## config.mk

```make
export PLATFORM = sky130hd
export DESIGN_NAME = sequenciador_jogada
export DESIGN_NICKNAME = d
export VERILOG_FILES = /design/src/rtl/sequenciador_jogada_pkg.sv /design/src/rtl/sequenciador_jogada_contador_timeout.sv /design/src/rtl/sequenciador_jogada.sv
export SDC_FILE = /design/constraint.sdc
export NUM_CORES = 1
export LEC_CHECK = 0
export CELL_PAD_IN_SITES_DETAIL_PLACEMENT = 1
export CELL_PAD_IN_SITES_GLOBAL_PLACEMENT = 1
export CORE_ASPECT_RATIO = 1.1
export CORE_MARGIN = 4
export CORE_UTILIZATION = 35
export DETAILED_ROUTE_END_ITERATION = 8
export HOLD_SLACK_MARGIN = 0.05
export PLACE_DENSITY_LB_ADDON = 0.1
export SETUP_SLACK_MARGIN = 0.3
export SKIP_LAST_GASP = 1
export SYNTH_ARGS = -nofsm -noshare
export SYNTH_HDL_FRONTEND = slang
export SYNTH_SLANG_ARGS = --single-unit
```

## constraint.sdc

```tcl
create_clock -name clock -period 1.9 [get_ports clock]
set_input_delay 0.57 -clock clock [delete_from_list [all_inputs] [get_ports clock]]
set_output_delay 0.57 -clock clock [all_outputs]
set_load 0.01 [all_outputs]
```

## src/rtl/sequenciador_jogada_pkg.sv

```systemverilog
// Shared encodings for the ultimate tic-tac-toe move sequencer.
`timescale 1ns/1ps
package sequenciador_pkg;

  typedef enum logic [3:0] {
    INICIAL      = 4'd0,
    PREPARA      = 4'd1,
    ESPERA_MACRO = 4'd2,
    REG_MACRO    = 4'd3,
    ESPERA_MICRO = 4'd4,
    REG_MICRO    = 4'd5,
    ESCREVE      = 4'd6,
    VERIFICA     = 4'd7,
    TROCA        = 4'd8,
    FORCA        = 4'd9,
    FIM          = 4'd10
  } estado_t;

  localparam logic       JOG_X        = 1'b0;
  localparam logic       JOG_O        = 1'b1;
  localparam logic [3:0] POS_INVALIDA = 4'd9;

  function automatic logic pos_ok(input logic [3:0] p);
    return p < POS_INVALIDA;
  endfunction

endpackage

```

## src/rtl/sequenciador_jogada_contador_timeout.sv

```systemverilog
// Per-wait-state cycle counter; o_tc flags the last allowed cycle.
`timescale 1ns/1ps
module contador_timeout #(
  parameter int TIMEOUT_CICLOS = 5000,
  parameter int CONT_W         = 13
) (
  input  logic clock,
  input  logic reset,
  input  logic i_clr,
  input  logic i_en,
  output logic o_tc
);

  logic [CONT_W-1:0] r_cont;

  always_ff @(posedge clock or posedge reset) begin
    if (reset)      r_cont <= '0;
    else if (i_clr) r_cont <= '0;
    else if (i_en)  r_cont <= r_cont + 1'b1;
  end

  assign o_tc = (r_cont == CONT_W'(TIMEOUT_CICLOS - 1));

endmodule

```

## src/rtl/sequenciador_jogada.sv

```systemverilog
// Turn sequencer: macro/micro selection, forced-macro rule, player swap, timeout.
`timescale 1ns/1ps
module sequenciador_jogada
  import sequenciador_pkg::*;
#(
  parameter int TIMEOUT_CICLOS = 5000,
  parameter int CONT_W         = 13
) (
  input  logic       clock,
  input  logic       reset,
  input  logic       iniciar,
  input  logic       tem_jogada,
  input  logic [3:0] pos,
  input  logic [8:0] macro_livre,
  input  logic [8:0] micro_ocupado,
  input  logic       fim_jogo,
  output logic       zeraR_macro,
  output logic       zeraR_micro,
  output logic       registraR_macro,
  output logic       registraR_micro,
  output logic       sinal_macro,
  output logic       zeraEdge,
  output logic       registra_tabuleiro,
  output logic       jogador,
  output logic       jogar_macro,
  output logic       jogar_micro,
  output logic       pronto,
  output logic       timeout,
  output logic [3:0] db_estado
);

  estado_t    r_estado, w_prox;
  logic       r_jog, r_to, r_inv;
  logic [3:0] r_micro;
  logic       w_inv, w_to_set, w_tc, w_espera;
  logic       w_macro_ok, w_micro_ok;
  logic [15:0] w_livre, w_ocup;

  // Positions 9..15 read as closed/occupied so they can never be accepted.
  assign w_livre    = {7'h00, macro_livre};
  assign w_ocup     = {7'h7F, micro_ocupado};
  assign w_macro_ok = tem_jogada && pos_ok(pos) && w_livre[pos];
  assign w_micro_ok = tem_jogada && pos_ok(pos) && !w_ocup[pos];
  assign w_espera   = (r_estado == ESPERA_MACRO) || (r_estado == ESPERA_MICRO);

  contador_timeout #(
    .TIMEOUT_CICLOS(TIMEOUT_CICLOS),
    .CONT_W        (CONT_W)
  ) u_cont (
    .clock(clock),
    .reset(reset),
    .i_clr(!w_espera),
    .i_en (w_espera),
    .o_tc (w_tc)
  );

  always_comb begin
    w_prox   = r_estado;
    w_inv    = 1'b0;
    w_to_set = 1'b0;
    case (r_estado)
      INICIAL:      if (iniciar) w_prox = PREPARA;
      PREPARA:      w_prox = ESPERA_MACRO;
      ESPERA_MACRO: begin
        if (w_macro_ok)      w_prox = REG_MACRO;
        else if (w_tc)       begin w_prox = FIM; w_to_set = 1'b1; end
        else if (tem_jogada) w_inv = 1'b1;
      end
      REG_MACRO:    w_prox = ESPERA_MICRO;
      ESPERA_MICRO: begin
        if (w_micro_ok)      w_prox = REG_MICRO;
        else if (w_tc)       begin w_prox = FIM; w_to_set = 1'b1; end
        else if (tem_jogada) w_inv = 1'b1;
      end
      REG_MICRO:    w_prox = ESCREVE;
      ESCREVE:      w_prox = VERIFICA;
      VERIFICA:     w_prox = fim_jogo ? FIM : TROCA;
      TROCA:        w_prox = w_livre[r_micro] ? FORCA : ESPERA_MACRO;
      FORCA:        w_prox = ESPERA_MICRO;
      FIM:          if (iniciar) w_prox = PREPARA;
      default:      w_prox = INICIAL;
    endcase
  end

  always_ff @(posedge clock or posedge reset) begin
    if (reset) begin
      r_estado <= INICIAL;
      r_jog    <= JOG_X;
      r_to     <= 1'b0;
      r_inv    <= 1'b0;
      r_micro  <= '0;
    end else begin
      r_estado <= w_prox;
      r_inv    <= w_inv;
      if (r_estado == PREPARA) begin
        r_jog <= JOG_X;
        r_to  <= 1'b0;
      end
      if (r_estado == TROCA) r_jog <= ~r_jog;
      if (w_to_set)          r_to  <= 1'b1;
      // Same value the datapath loads into its micro register next cycle.
      if (r_estado == ESPERA_MICRO && w_micro_ok) r_micro <= pos;
    end
  end

  assign zeraR_macro        = (r_estado == PREPARA);
  assign zeraR_micro        = (r_estado == PREPARA);
  assign zeraEdge           = (r_estado == PREPARA) || (r_estado == TROCA) || r_inv;
  assign registraR_macro    = (r_estado == REG_MACRO) || (r_estado == FORCA);
  assign sinal_macro        = (r_estado == FORCA);
  assign registraR_micro    = (r_estado == REG_MICRO);
  assign registra_tabuleiro = (r_estado == ESCREVE);
  assign jogar_macro        = (r_estado == ESPERA_MACRO);
  assign jogar_micro        = (r_estado == ESPERA_MICRO);
  assign pronto             = (r_estado == FIM);
  assign timeout            = r_to;
  assign jogador            = r_jog;
  assign db_estado          = r_estado;

endmodule
```

==> run metrics <==
DR vias/cell approximately 5.7; CP Data Required Time 2060 ps; commonest non-fill, non-tap cells in the layout buf_4 (49), buf_6 (28), dfrtp_1 (24); hpwl dp 3.797 mm; met1 Usage GRT 32.32%; Boundary Pins 43; ratio of cells with drive above 1 in the final layout 50.54%; Max stage delay on crit path 300 ps; EDFF count, synth 0; Slowest cell on crit path dlygate4sd2_1; Worst slew margin 69.28%; DRC 0; Peak VDD IR 0.9965 mV; Layout area overhead 90.01%; number of max-slew violations in the final report 0; gpl congestion 0.8468; diode count 0; Synth cell types 39; core area 4054 um2; unrepaired setup endpoints after global routing true; Tot Pwr 4.150 mW; Seq/Total Area, Yosys 39.97%; vias between 1500 and 2000; leakage power 1.323 nW; CTS tree yes; total track usage 27.64%; CP endpoint kind flip-flop; vias in the first global route 1972; met2 Usage GRT 49.72%; nets@finish between 300 and 400; post-synthesis async set-or-reset flop share between 90% and 100%; pin count of the biggest net entering global routing 25; gr busiest metal met2; CP dominant cell by count buf_4; cts hold-fix bufs 0; flops & latches, synth 24; max_cap viols 0; clock sinks 24; Mapped Area 1503 um2; antenna viol nets, final 0; final-report hold violation count 0; period utilization 112.5%; initial antenna violation count 0; width of the die around 70 um; buffers added on ports 42; clock tree buffer depth 2; power density over cell area 1454 nW/um2; crit-path cells dlygate4sd2_1 -> nor2b_1 -> buf_4 -> a22oi_1 -> nand4b_1 -> o41a_1 -> buf_4 -> a21boi_4 -> o221ai_2; Area contributors post-synth dfrtp_1 (40%), nor2_1 (5.7%), mux4_2 (4.5%), nand2_1 (4.2%), mux2i_1 (4.0%); Yosys warnings 0; met3 Usage GRT 4.837%; Syn Nets 193; Synth area leader dfrtp_1; WS Path Type in2reg; commonest non-fill, non-tap cell in the layout buf_4; failing checks setup timing; TritonRoute pass-1 iters 4; # setup viols final 18; utilization after layout 70.43%; clk_lat worst skew 280 ps; startpoint types primary input; Setup Skew 10.71 ps; WL/cell roughly 26 um; final wirelength roughly 8.6 mm; Worst EP arrival 2300 ps; Synth Flop Type dfrtp_1; Worst Path Max Fanout 4; first-pass GRT wire length between 10 and 15 mm; Fill cells 416; die area 5407 um2; Post-Synthesis Cells 165; GRT overflow 0; minimum clock period ~2100 ps; status complete, but fails checks; synthesized area per cell approximately 9.1 um2; Worst Max-Slew Pin Slew 457.5 ps; max frequency 467.8 MHz; site row count 24; HP Class reg2reg; Initial Util 37.07%; Root Buffer clkbuf_8; CTS H-tree lvls 1; 1st-iter DRT viols 85; post-synth top area share 39.97%; final setup margin -237.8 ps; CTS Buf Count 3; Worst-path clk slew ~90 ps; Die Y 76.72 um
==> logic make-up (layout without fill, tap and decap cells) <==
kind of cell / Yosys count / count (layout) / share of synthesized area (%)
AOI/OAI and AO/OA: 26 / 26 / 11.16
buffers and inverters: 11 / 123 / 3.497
xor gates and xnor gates: 10 / 10 / 5.828
muxes: 13 / 13 / 11.49
and+or+nand+nor: 80 / 80 / 27.23
adders and majority gates: 1 / 1 / 0.8325
DFF: 24 / 24 / 39.97
==> power breakdown <==
| group | switching [mW] | internal, mW | total, mW | leakage (nW) |
|---|---|---|---|---|
| Sequential | 0.144 | 0.628 | 0.771 | 0.322 |
| Combinational | 1.40 | 1.52 | 2.92 | 0.965 |
| Clock | 0.172 | 0.282 | 0.454 | 0.0357 |
==> worst max-delay path, delay by kind of cell <==
family,cells,cell delay (ps)
and+or+nand+nor,2,360
buffers and inverters,3,620
AOI/OAI and AO/OA,4,750
==> state kept, by name (all words and copies together) (netlist names) <==
signal         count
u_cont.r_cont     13
db_estado          4
r_micro            4
jogador            1
r_inv              1
timeout            1
==> worst paths after layout <==
| path | from | to | slack (ps) | cells past startpoint |
|---|---|---|---|---|
| max | pos[2] | db_estado[3] | -240 | 9 |
| min | u_cont.r_cont[0] | u_cont.r_cont[0] | 490 | 1 |
| max reg2reg | r_micro[1] | db_estado[0] | -160 | 5 |
| min reg2reg | u_cont.r_cont[0] | u_cont.r_cont[0] | 490 | 1 |
| max in group asynchronous | reset | u_cont.r_cont[10] | 960 | 3 |
| min in group asynchronous | reset | db_estado[0] | 700 | 3 |
==> stage by stage <==
step	instance area (um2)	worst slack [ps]	setup TNS, ps	hold slack, ps	cells
floorplan	1578	-460.5	-2718	431.9	165
global placement	2263	-937.2	-9215	453.1	287
detailed placement	2263	-992.4	-9805	460.3	287
CTS	2690	-220.0	-1846	475.0	316
global route	2855	-320.6	-4030	506.9	329
finish	2855	-237.8	-2930	493.5	329
==> cell type report <==
cell class	count	area, um2	share of cell area, %
Multi-Input combinational cell	130	1089	38.12
Timing Repair Buffer	115	1010	35.36
Sequential cell	24	600.6	21.03
Tap cell	52	65.06	2.279
Clock buffer	3	41.29	1.446
Clock inverter	1	30.03	1.052
Inverter	4	20.02	0.7011
==> synth_stat cells, drive strengths merged (2+ instances only) <==
| cell type | number |
|---|---|
| nand4 | 3 |
| buf | 2 |
| or3 | 5 |
| inv | 4 |
| nand2 | 17 |
| clkbuf | 5 |
| nand3 | 7 |
| mux2i | 6 |
| a21oi | 8 |
| dfrtp | 24 |
| mux4 | 3 |
| nor4 | 2 |
| nand3b | 2 |
| nor2 | 23 |
| nor3 | 5 |
| nor2b | 5 |
| o21ai | 6 |
| nand2b | 6 |
| a21o | 2 |
| mux2 | 4 |
| and3 | 2 |
| xnor2 | 4 |
| xor2 | 6 |
==> routing by layer <==
| metal | part of all wire [%] | vias to the layer above |
|---|---|---|
| met5 | 0 | - |
| li1 | - | 808 |
| met4 | 2.7 | 0 |
| met3 | 5.0 | 20 |
| met2 | 53 | 88 |
| met1 | 39 | 971 |
==> what timing repair did <==
action / in CTS / in global routing
buffers inserted: 25 / 13
endpoints found under the setup margin: 39 / 29
pin swaps: 20 / 17
endpoints found under the hold margin: 0 / 0
gates resized for setup: 161 / 14
Power figures use the tool's default switching activity.
